## src/rtl/i2s_to_pwm_arghunter_pkg.sv

```systemverilog
// Shared constants and helpers for the I2S-to-PWM tile: word sizes, pin indices
// and the sample-to-duty conversion.
package i2s_pwm_pkg;

    localparam int SAMPLE_BITS = 16;
    localparam int PWM_BITS    = 8;
    localparam int SYNC_STAGES = 2;
    localparam int CNT_BITS    = $clog2(SAMPLE_BITS + 1);

    localparam logic [PWM_BITS-1:0] MIDSCALE = 8'h80;
    localparam logic [CNT_BITS-1:0] CNT_FULL = CNT_BITS'(SAMPLE_BITS);

    localparam int UI_SCK         = 0;
    localparam int UI_WS          = 1;
    localparam int UI_SD          = 2;
    localparam int UO_PWM_L       = 0;
    localparam int UO_PWM_R       = 1;
    localparam int UO_FRAME_VALID = 2;

    typedef enum logic {
        CH_LEFT  = 1'b0,
        CH_RIGHT = 1'b1
    } chan_e;

    // Signed two's-complement sample to offset-binary duty.
    function automatic logic [PWM_BITS-1:0] to_duty(input logic [SAMPLE_BITS-1:0] sample);
        return sample[SAMPLE_BITS-1 -: PWM_BITS] ^ MIDSCALE;
    endfunction

    // Short words are left-aligned so their missing LSBs read as zero.
    function automatic logic [SAMPLE_BITS-1:0] left_align(input logic [SAMPLE_BITS-1:0] shift,
                                                         input logic [CNT_BITS-1:0]    cnt);
        logic [CNT_BITS-1:0] pad;
        pad = CNT_FULL - cnt;
        return shift << pad;
    endfunction

endpackage

```

## src/rtl/i2s_to_pwm_arghunter_chan.sv

```systemverilog
// One PWM channel: duty register reloaded only at the period boundary and a
// registered compare against the shared counter.
module i2s_pwm_chan
    import i2s_pwm_pkg::*;
(
    input  logic                   clk,
    input  logic                   rst_n,
    input  logic                   i_period_start,
    input  logic [PWM_BITS-1:0]    i_cnt,
    input  logic [SAMPLE_BITS-1:0] i_sample,
    output logic                   o_pwm
);

    logic [PWM_BITS-1:0] r_duty;
    logic                r_pwm;
    logic [PWM_BITS-1:0] w_duty_next;
    logic [PWM_BITS-1:0] w_duty_eff;

    assign w_duty_next = to_duty(i_sample);
    // The first compare of a period already uses the duty being loaded, so a
    // period never mixes old and new duty.
    assign w_duty_eff  = i_period_start ? w_duty_next : r_duty;

    always_ff @(posedge clk) begin
        if (!rst_n) begin
            r_duty <= MIDSCALE;
            r_pwm  <= 1'b0;
        end else begin
            if (i_period_start) begin
                r_duty <= w_duty_next;
            end
            r_pwm <= (i_cnt < w_duty_eff);
        end
    end

    assign o_pwm = r_pwm;

endmodule

```

## src/rtl/i2s_to_pwm_arghunter.sv

```systemverilog
// Slave I2S receiver (Philips framing, oversampled on clk) driving two 8-bit
// PWM audio outputs from the top byte of each 16-bit channel word.
module i2s_to_pwm_arghunter
    import i2s_pwm_pkg::*;
(
    input  logic       clk,
    input  logic       rst_n,
    input  logic       ena,
    input  logic [7:0] ui_in,
    output logic [7:0] uo_out,
    input  logic [7:0] uio_in,
    output logic [7:0] uio_out,
    output logic [7:0] uio_oe
);

    logic [SYNC_STAGES:0]     r_sck_pipe;
    logic [SYNC_STAGES-1:0]   r_ws_pipe;
    logic [SYNC_STAGES-1:0]   r_sd_pipe;
    chan_e                    r_ws_last;
    logic                     r_armed;
    logic [CNT_BITS-1:0]      r_bit_cnt;
    logic [SAMPLE_BITS-1:0]   r_shift;
    logic [SAMPLE_BITS-1:0]   r_sample_l;
    logic [SAMPLE_BITS-1:0]   r_sample_r;
    logic                     r_frame_valid;
    logic [PWM_BITS-1:0]      r_pwm_cnt;

    logic                     w_sck_rise;
    logic                     w_ws;
    logic                     w_sd;
    logic                     w_ws_change;
    logic                     w_commit;
    logic                     w_capture;
    logic [SAMPLE_BITS-1:0]   w_aligned;
    logic                     w_period_start;
    logic                     w_pwm_l;
    logic                     w_pwm_r;
    logic                     w_unused;

    assign w_unused = ^{ena, ui_in[7:3], uio_in};

    always_ff @(posedge clk) begin
        if (!rst_n) begin
            r_sck_pipe <= '0;
            r_ws_pipe  <= '0;
            r_sd_pipe  <= '0;
        end else begin
            r_sck_pipe <= {r_sck_pipe[SYNC_STAGES-1:0], ui_in[UI_SCK]};
            r_ws_pipe  <= {r_ws_pipe[SYNC_STAGES-2:0],  ui_in[UI_WS]};
            r_sd_pipe  <= {r_sd_pipe[SYNC_STAGES-2:0],  ui_in[UI_SD]};
        end
    end

    assign w_sck_rise  = r_sck_pipe[SYNC_STAGES-1] & ~r_sck_pipe[SYNC_STAGES];
    assign w_ws        = r_ws_pipe[SYNC_STAGES-1];
    assign w_sd        = r_sd_pipe[SYNC_STAGES-1];
    assign w_ws_change = w_sck_rise & (w_ws != r_ws_last);
    // Nothing is captured or committed until a WS edge has been seen since
    // reset, so a word cut by reset never reaches a sample register.
    assign w_commit    = w_ws_change & r_armed;
    assign w_capture   = w_sck_rise & ~w_ws_change & r_armed & (r_bit_cnt < CNT_FULL);
    assign w_aligned   = left_align(r_shift, r_bit_cnt);

    always_ff @(posedge clk) begin
        if (!rst_n) begin
            r_ws_last     <= CH_LEFT;
            r_armed       <= 1'b0;
            r_bit_cnt     <= '0;
            r_shift       <= '0;
            r_sample_l    <= '0;
            r_sample_r    <= '0;
            r_frame_valid <= 1'b0;
        end else begin
            r_frame_valid <= w_commit & (r_ws_last == CH_RIGHT);
            if (w_ws_change) begin
                r_ws_last <= chan_e'(w_ws);
                r_armed   <= 1'b1;
                r_bit_cnt <= '0;
                r_shift   <= '0;
                if (w_commit) begin
                    if (r_ws_last == CH_LEFT) begin
                        r_sample_l <= w_aligned;
                    end else begin
                        r_sample_r <= w_aligned;
                    end
                end
            end else if (w_capture) begin
                r_shift   <= {r_shift[SAMPLE_BITS-2:0], w_sd};
                r_bit_cnt <= r_bit_cnt + 1'b1;
            end
        end
    end

    always_ff @(posedge clk) begin
        if (!rst_n) begin
            r_pwm_cnt <= '0;
        end else begin
            r_pwm_cnt <= r_pwm_cnt + 1'b1;
        end
    end

    assign w_period_start = (r_pwm_cnt == '0);

    i2s_pwm_chan u_chan_l (
        .clk            (clk),
        .rst_n          (rst_n),
        .i_period_start (w_period_start),
        .i_cnt          (r_pwm_cnt),
        .i_sample       (r_sample_l),
        .o_pwm          (w_pwm_l)
    );

    i2s_pwm_chan u_chan_r (
        .clk            (clk),
        .rst_n          (rst_n),
        .i_period_start (w_period_start),
        .i_cnt          (r_pwm_cnt),
        .i_sample       (r_sample_r),
        .o_pwm          (w_pwm_r)
    );

    always_comb begin
        uo_out                 = '0;
        uo_out[UO_PWM_L]       = w_pwm_l;
        uo_out[UO_PWM_R]       = w_pwm_r;
        uo_out[UO_FRAME_VALID] = r_frame_valid;
    end

    assign uio_out = '0;
    assign uio_oe  = '0;

endmodule

```

## config.mk

```make
export PLATFORM = sky130hd
export DESIGN_NAME = i2s_to_pwm_arghunter
export DESIGN_NICKNAME = d
export VERILOG_FILES = /design/src/rtl/i2s_to_pwm_arghunter_pkg.sv /design/src/rtl/i2s_to_pwm_arghunter_chan.sv /design/src/rtl/i2s_to_pwm_arghunter.sv
export SDC_FILE = /design/constraint.sdc
export NUM_CORES = 1
export LEC_CHECK = 0
export ABC_AREA = 1
export CAP_MARGIN = 20
export CORE_AREA = 5 5 100 102
export DETAILED_ROUTE_END_ITERATION = 8
export DIE_AREA = 0 0 105 107
export HOLD_SLACK_MARGIN = 0.02
export REMOVE_ABC_BUFFERS = 1
export SLEW_MARGIN = 30
export SYNTH_ARGS = -nofsm -noshare
export SYNTH_HDL_FRONTEND = slang
export SYNTH_SLANG_ARGS = --single-unit
```

## constraint.sdc

```tcl
create_clock -name clk -period 2.56 [get_ports clk]
set_input_delay 0.512 -clock clk [delete_from_list [all_inputs] [get_ports clk]]
set_output_delay 0.512 -clock clk [all_outputs]
set_load 0.02 [all_outputs]
```

# Yosys cells after proc, flatten, opt, wreduce, memory -nomap -nowiden
# Cells that the tools add are included.
dict set report word_totals {
  register_bits 89
  input_bits 19
  out_inout_bits 24
  elab_cells 42
}
dict set report classes {
  n_addsub 3
  order_cmp 3
  n_eq_ne 1
  shifts 1
  muxes 2
  n_bitwise 13
  n_reduce_logical 4
}
# operator count
set ops {}
lappend ops {{8-bit < comparator} 2}
lappend ops {{8-bit 2-to-1 mux} 2}
lappend ops {{16-bit by 5-bit left shift with 16-bit output} 1}
lappend ops {{8-bit by 1-bit adder with 8-bit output, second input constant} 1}
lappend ops {{8-bit zero test} 1}
lappend ops {{1-bit AND} 7}
lappend ops {{1-bit NOT} 6}
lappend ops {{3-bit AND reduction} 2}
lappend ops {{5-bit by 1-bit adder with 5-bit output, second input constant} 1}
lappend ops {{5-bit < comparator, second input constant} 1}
lappend ops {{5-bit subtractor, first input constant} 1}
lappend ops {{2-bit OR reduction} 1}
lappend ops {{1-bit != test} 1}

# Depth between registers and ports, before layout
# Gate-level depths: netlist (run 1).
dict set report depth {
  word_depth 7
  ltp_mapped 13
  ltp_nobuf 12
}

# By module
# From an unflattened synthesis (run 1), not the netlist that was laid out.
dict set report unflattened {
  hier_cells 677
  area_unflattened_um2 4648.2
}
# mod n_inst cells_per_inst area_each_um2 seq_area_each_um2
set by_module_without_submodules {}
lappend by_module_without_submodules {i2s_to_pwm_arghunter 1 563 3669.8 1421.4}
lappend by_module_without_submodules {i2s_pwm_chan 2 57 489.2 180.2}

# Worst setup path after synthesis (run 1)
# Ideal clock, no wire load.
dict set report synth_path {
  kind {reg2reg}
  startpoint {register r_bit_cnt[0]}
  endpoint {register r_shift[14]}
  setup_time_ns 0.116
  arrival_ns 1.922
  slack_ns 0.523
  stages_incl_launch_ff 12
  path_buffers 2
  synth_period_minus_slack_ns 2.037
  path_cell_list {dfxtp_1 -> inv_2 -> buf_4 -> ha_1 -> nand2_1 -> nor2_1 -> ha_1 -> nor4_2 -> nand2_2 -> buf_2 -> o21ai_0 -> nor2_1}
}
dict set report synth_via {
  elab_chain_len 2
}
# element line
set synth_rtl {}
lappend synth_rtl {{start, declared} i2s_to_pwm_arghunter.sv:21} ;# logic [CNT_BITS-1:0] r_bit_cnt;
lappend synth_rtl {{start signal, assigned} i2s_to_pwm_arghunter.sv:89} ;# r_bit_cnt <= r_bit_cnt + 1'b1;
lappend synth_rtl {{5-bit < comparator} i2s_to_pwm_arghunter.sv:61} ;# assign w_capture = w_sck_rise & ~w_ws_change & r_armed & (r_bit_cnt < CNT_FULL);
lappend synth_rtl {{1-bit AND} i2s_to_pwm_arghunter.sv:61}
lappend synth_rtl {{end signal, assigned} i2s_to_pwm_arghunter.sv:88} ;# r_shift <= {r_shift[SAMPLE_BITS-2:0], w_sd};
lappend synth_rtl {{end, declared} i2s_to_pwm_arghunter.sv:22} ;# logic [SAMPLE_BITS-1:0] r_shift;
# No other way between the ends.
# A chain may end at the register's enable or synchronous reset.

# Final worst setup path (run 1)
dict set report layout_path {
  startpoint {register r_pwm_cnt[0]}
  endpoint {register u_chan_r.r_pwm, in the netlist u_chan_r.o_pwm}
}
dict set report layout_via {
  elab_chain_len 3
}
# element line
set layout_rtl {}
lappend layout_rtl {{start, declared} i2s_to_pwm_arghunter.sv:26} ;# logic [PWM_BITS-1:0] r_pwm_cnt;
lappend layout_rtl {{start signal, assigned} i2s_to_pwm_arghunter.sv:98} ;# r_pwm_cnt <= r_pwm_cnt + 1'b1;
lappend layout_rtl {{8-bit zero test} i2s_to_pwm_arghunter.sv:102} ;# assign w_period_start = (r_pwm_cnt == '0);
lappend layout_rtl {{8-bit 2-to-1 mux} -}
lappend layout_rtl {{8-bit < comparator (*)} i2s_to_pwm_arghunter_chan.sv:32} ;# r_pwm <= (i_cnt < w_duty_eff);
lappend layout_rtl {{end signal, assigned} i2s_to_pwm_arghunter_chan.sv:32}
lappend layout_rtl {{end, declared} i2s_to_pwm_arghunter_chan.sv:15} ;# logic r_pwm;
# Mark *: on every way between the ends. The rest lies on a longest branch, timed or not.

==> metrics.txt, run 1 <==
synthesized area per cell=7.26 um2; max-cap violations=0; Yosys warnings=0; setup slack after layout=363 ps; share of cells above drive strength 1=9.02%; R2R Path End=u_chan_r.o_pwm$_SDFF_PN0_; Period minus WS final=2200 ps; PwrDens=546 nW/um2; Setup CP Type=reg2reg; synth top area cells=dfxtp_1 (37%), nand2_1 (13%), ha_1 (6.1%), o21ai_0 (5.6%), nor2_1 (5.5%); total CTS buffers=9; largest net degree at the start of global routing=26; number of global-route vias before repair=2947; first-pass GRT wire length=12900 um; number of enable flip-flop cells after synthesis=0; Mapped Area=3910 um2; hold path startpoint=r_sd_pipe[0]$_SDFF_PN0_; Clock Latency Late Sink=340 ps; post-synthesis cell count=539; GPL Wtd Cong=0.829; leakage power=1.96 nW; Synth top area share=37.4%; initial core utilization=43.4%; root buf cell=clkbuf_8; CP required=2830 ps; total gr overflow=0; # hold bufs at CTS=0; worst hold slack=414 ps; dpl cell area=3910 um2; PostCTS Resize Cnt=0; sequential element share of the synthesized area=37.4%; synth-to-layout area growth=5.02%; VDD IR max=0.225 mV; synthesized flop and latch total=73; Yosys top cell by area=dfxtp_1; synth unique cells=35; RSZ-0062 raised after global routing=no; Hold Path Sink=r_sd_pipe[1]$_SDFF_PN0_; dpl ws=353 ps; num ports=43; core area=9020 um2; critical path startpoint category=flip-flop; skew final=9.56 ps; Avg WL per Cell=11.4 um; Worst R2R Path Depth=11; status=complete, no violations; ANT cells=0; Hold Fails Final Rpt=0; Post-CTS Setup Bufs=0; GRT Resource Usage Total=13.8%; clock-pin transition on the worst setup and hold timing paths=80 ps; CTS max path bufs=2; Layout fillers=919; die area=11200 um2; # setup viols final=0; top_reg_cell synth=dfxtp_1; Die Ht=107 um; worst min-delay path class=reg2reg; DRT Wirelength=7470 um; Hold Path Depth=2; Max Fanout on Critical Path=8; Max Freq=0.455 GHz; initial antenna violation count=0; reg2reg start=r_pwm_cnt[0]$_SDFF_PN0_; Design Area, Final=4110 um2; Initial DRT Pass Iterations=4; Worst setup EP type=flip-flop; TritonCTS clock tree=built; Placed Cells=638; DP HPWL=5550 um; Nets=576; reg-to-reg setup timing slack=360 ps; Async SR Flop Fraction=0%; htree depth=3; CP arrival=2470 ps; Post-Layout Cell Count=654; Starting DRT DRC Count=116; Post-DRT Antenna Nets=0; routed vias/inst=4.85; IO buf count=7; DRC viols=0; Final Slew Violations=0; part of the cycle the worst path needs=85.8%; Sink Count=73; via count=3175; Setup Total Neg Slack=0 ps; Core Rows=35; Die Width=105 um
==> synth_stat cells (5+ instances only) <==
cell type  number
nand2_1       135
dfxtp_1        73
nor2_1         57
o21ai_0        44
inv_1          41
a21oi_1        35
buf_4          28
nand3_1        26
ha_1           19
mux2i_1        12
o21ai_1         7
inv_2           6
a21oi_2         5
clkbuf_1        5
or2_2           5
==> layout make-up <==
type / count / area (um2) / area share, %
multi-input cells: 391 / 2000 / 48.8
flip-flops and latches: 73 / 1460 / 35.6
clock inverters: 4 / 51.3 / 1.25
repair buffers: 14 / 123 / 2.98
clock buffers: 12 / 145 / 3.53
well taps: 111 / 139 / 3.38
inverters: 49 / 186 / 4.54
==> stage by stage <==
stage / total power, W / utilization (%)
2_1_floorplan: 0.00132 / -
4_1_cts: 0.00228 / 45.5
5_1_grt: 0.00236 / 45.5
3_5_place_dp: 0.00137 / 43.4
3_3_place_gp: 0.00136 / 43.4
6_report: 0.00224 / 45.5
==> worst max-delay path, stage by stage (launching register included) <==
cell and delay (ps):
dfxtp_1 390, inv_1 100, ha_1 220, nand2_1 70, nor2_1 50, nand2_2 180
inv_1 110, o21ai_0 230, ha_1 290, a21oi_1 200, o211ai_1 120, a21oi_1 160
==> where the power goes <==
part	internal (W)	total, W	switching [W]
combinational	0.0000598	0.000181	0.000121
sequential	0.00115	0.00116	0.00000991
clock	0.000480	0.000902	0.000422
==> placed cells by master (no fill, tap or decap), types with 4 or more instances in the layout <==
cell type,Yosys,routed
nand2_1,135,135
dfxtp_1,73,73
nor2_1,57,57
o21ai_0,44,44
inv_1,41,41
a21oi_1,35,35
nand3_1,26,26
conb_1,1,21
ha_1,19,19
mux2i_1,12,12
clkbuf_8,0,10
o21ai_1,7,7
clkdlybuf4s50_1,0,7
buf_4,28,7
inv_2,6,6
or2_2,5,5
a21oi_2,5,5
o21ai_2,4,4
==> state kept, by name, indices dropped and copies added (netlist names) <==
signal,flops
r_armed,1
r_bit_cnt,5
r_frame_valid,1
r_pwm_cnt,8
r_sample_l,8
r_sample_r,8
r_sck_pipe,3
r_sd_pipe,2
r_shift,16
r_ws_last,1
r_ws_pipe,2
u_chan_l.o_pwm,1
u_chan_l.r_duty,8
u_chan_r.o_pwm,1
u_chan_r.r_duty,8
==> per-layer routing <==
| metal | track usage [%] | part of all wire [%] |
|---|---|---|
| met1 | 16.7 | 46 |
| met2 | 23.5 | 48 |
| met3 | 4.27 | 4.4 |
| met4 | 4.20 | 1.7 |
| met5 | 0 | 0 |
==> worst max-delay path by stage <==
| stage | from | to | cells past startpoint | slack, ps |
|---|---|---|---|---|
| after floorplan | r_bit_cnt[0]$_SDFFE_PP0P_ | r_bit_cnt[0]$_SDFFE_PP0P_ | 10 | 180 |
| after global placement | r_pwm_cnt[0]$_SDFF_PN0_ | u_chan_r.o_pwm$_SDFF_PN0_ | 11 | 380 |
| after detailed placement | r_pwm_cnt[0]$_SDFF_PN0_ | u_chan_r.o_pwm$_SDFF_PN0_ | 11 | 350 |
| after CTS | r_pwm_cnt[0]$_SDFF_PN0_ | u_chan_r.o_pwm$_SDFF_PN0_ | 11 | 330 |
| after global routing | r_pwm_cnt[1]$_SDFF_PN0_ | u_chan_r.o_pwm$_SDFF_PN0_ | 13 | 130 |
| final | r_pwm_cnt[0]$_SDFF_PN0_ | u_chan_r.o_pwm$_SDFF_PN0_ | 11 | 360 |
==> cell families after synthesis <==
group / share of synthesized area, %
compound gates: 13.8
xor+xnor: 1.60
fa+ha+maj: 6.08
buf+inv: 13.4
flops: 37.4
mux: 3.07
other cells: 0.0958
simple gates: 24.7
Note: power is estimated with default switching activity, not from simulation.
==> inputs of run 2 (changes only) <==
--- a/config.mk
+++ b/config.mk
@@ -7,9 +7,10 @@
 export LEC_CHECK = 0
 export ABC_AREA = 1
 export CAP_MARGIN = 20
-export CORE_AREA = 5 5 100 102
+export CORE_AREA = 2 2 97 99
+export CTS_BUF_LIST = sky130_fd_sc_hd__clkbuf_4 sky130_fd_sc_hd__clkbuf_8 sky130_fd_sc_hd__clkbuf_16
 export DETAILED_ROUTE_END_ITERATION = 8
-export DIE_AREA = 0 0 105 107
+export DIE_AREA = 0 0 99 101
 export HOLD_SLACK_MARGIN = 0.02
 export REMOVE_ABC_BUFFERS = 1
 export SLEW_MARGIN = 30
==> run 2 against run 1 <==
Sequential share of layout area is 0.15 points lower. Critical path depth is the same. First-iteration DRC count decreased by 16%. Hold slack got worse by 6.5 ps. Count of clock-buffer cells in the layout down 1. Fmax shrank 0.88%. Core utilization is 0.42 points higher. Critical endpoint is now u_chan_l.o_pwm$_SDFF_PN0_. Highest routed layer unchanged.
==> metrics.txt, run 2 (synthesized netlist as in run 1, its figures left out) <==
status=complete, no violations (unchanged); ANT cells=0 (unchanged); hold path startpoint=r_sd_pipe[0]$_SDFF_PN0_ (unchanged); TritonCTS clock tree=built (unchanged); worst min-delay path class=reg2reg (unchanged); crit-path max cell delay=390 ps (about the same); max-cap violations=0 (unchanged); Critical Path Slowest Stage Cell=dfxtp_1 (unchanged); Max Fanout on Critical Path=8 (unchanged); num ports=43 (unchanged); PwrDens=555 nW/um2 (was 546 nW/um2); VDD IR max=0.256 mV (was 0.225 mV); # hold bufs at CTS=0 (unchanged); initial core utilization=43.6% (was 43.4%); max FFs per register=16 (unchanged); Post-Layout Cell Count=654 (unchanged); reg2reg start=r_pwm_cnt[0]$_SDFF_PN0_ (unchanged); Worst setup EP type=flip-flop (unchanged); clock-pin transition on the worst setup and hold timing paths=80 ps (about the same); Avg WL per Cell=11.1 um (was 11.4 um); Layout fillers=927 (was 919); Clock Latency Late Sink=350 ps (was 340 ps); Post-CTS Setup Bufs=0 (unchanged); GPL Wtd Cong=0.911 (was 0.829); Final Slew Violations=0 (unchanged); Max Freq=0.451 GHz (was 0.455 GHz); CTS max path bufs=2 (unchanged); core area=8980 um2 (was 9020 um2); Placed Cells=638 (unchanged); area of the multi-input gates=2000 um2 (unchanged); PostCTS Resize Cnt=0 (unchanged); Starting DRT DRC Count=98 (was 116); Post-DRT Antenna Nets=0 (unchanged); DRT Wirelength=7280 um (was 7470 um); Nets=576 (unchanged); synth-to-layout area growth=5.47% (was 5.02%); first-pass GRT wire length=12800 um (was 12900 um); share of cells above drive strength 1=9.39% (was 9.02%); RSZ-0062 raised after global routing=no (unchanged); CP required=2850 ps (was 2830 ps); IO buf count=7 (unchanged); die area=10000 um2 (was 11200 um2); skew final=9.76 ps (was 9.56 ps); Storage cell area=1460 um2 (unchanged); Sink Count=73 (unchanged); via count=3099 (was 3175); initial antenna violation count=0 (unchanged); CP Launch Point=r_pwm_cnt[0]$_SDFF_PN0_ (unchanged); commonest non-fill, non-tap cell in the layout=nand2_1 (unchanged); htree depth=3 (unchanged); Hold Fails Final Rpt=0 (unchanged); largest net degree at the start of global routing=34 (was 26); DP HPWL=5290 um (was 5550 um); Core Rows=35 (unchanged); number of global-route vias before repair=2833 (was 2947); CP arrival=2510 ps (was 2470 ps); CP cell instances=inv_1 -> ha_1 -> nand2_1 -> nor2_1 -> nand2_2 -> buf_4 -> mux2i_1 -> ha_1 -> a21oi_1 -> nand2_1 -> a21oi_1 (was inv_1 -> ha_1 -> nand2_1 -> nor2_1 -> nand2_2 -> inv_1 -> o21ai_0 -> ha_1 -> a21oi_1 -> o211ai_1 -> a21oi_1); Die Ht=101 um (was 107 um); Top reg by flops=r_shift (unchanged); total CTS buffers=9 (unchanged); # setup viols final=0 (unchanged); routed vias/inst=4.74 (was 4.85); root buf cell=clkbuf_8 (unchanged); total gr overflow=0 (unchanged); GRT Resource Usage Total=15.7% (was 13.8%); most frequent cells in the layout=nand2_1 (135), dfxtp_1 (73), nor2_1 (57) (unchanged); Period minus WS final=2220 ps (was 2200 ps); leakage power=1.96 nW (about the same); DRC viols=0 (unchanged); part of the cycle the worst path needs=86.6% (was 85.8%); Setup Total Neg Slack=0 ps (unchanged); Initial DRT Pass Iterations=4 (unchanged); critical path startpoint category=flip-flop (unchanged); reg-to-reg setup timing slack=340 ps (was 360 ps); Die Width=99 um (was 105 um); Setup CP Type=reg2reg (unchanged)
-- run 2: cell types whose count changed in the layout (fill, tap and decap cells not counted), sizes merged --
cell	change
clkinvlp	+1
clkbuf	-1
-- run 2: worst max-delay path: cells and delay by family, from the launching register on --
family                   cells  cell delay [ps]
adder cells (fa/ha/maj)      2              520
flip-flops                   1              390
AND/OR/NAND/NOR              4              370
buffers and inverters        2              320
AO/OA/AOI/OAI                2              290
multiplexers                 1              260
-- run 2: where the power goes --
part	switching [W]	internal, W
Sequential	0.0000100	0.00115
Clock	0.000442	0.000508
Combinational	0.000119	0.0000600
Total	0.000571	0.00172
-- run 2: through the flow --
stage	total power [W]	setup slack, ps	hold slack, ps	cell area [um2]	util [%]
global placement	0.00136	405	392	3910	43.6
floorplan	0.00132	176	390	3650	-
global route	0.00240	151	429	4130	46.0
CTS	0.00233	352	412	4130	46.0
finish	0.00229	344	408	4130	46.0
detailed placement	0.00137	379	398	3910	43.6
-- run 2: final cells by class --
type / instances / area share (%)
clock buffers: 11 / 3.67
clock inverters: 5 / 1.52
well taps: 111 / 3.37
multi-input cells: 391 / 48.5
flip-flops and latches: 73 / 35.4
repair buffers: 14 / 2.97
inverters: 49 / 4.52
-- run 2: path summary, 6_finish.rpt --
path	end	depth (start not counted)
worst max register to register	u_chan_l.o_pwm$_SDFF_PN0_	11
worst min register to register	r_sd_pipe[1]$_SDFF_PN0_	2
worst max-delay path	u_chan_l.o_pwm$_SDFF_PN0_	11
worst min-delay path	r_sd_pipe[1]$_SDFF_PN0_	2
-- run 2: routing by layer --
metal  track usage, %  vias to the layer above  routed length, um
li1                 -                     1678                  -
met1             19.8                     1387               3570
met2             26.2                       32               3470
met3             4.58                        2                209
met4             4.43                        0                 31
met5                0                        -                  0
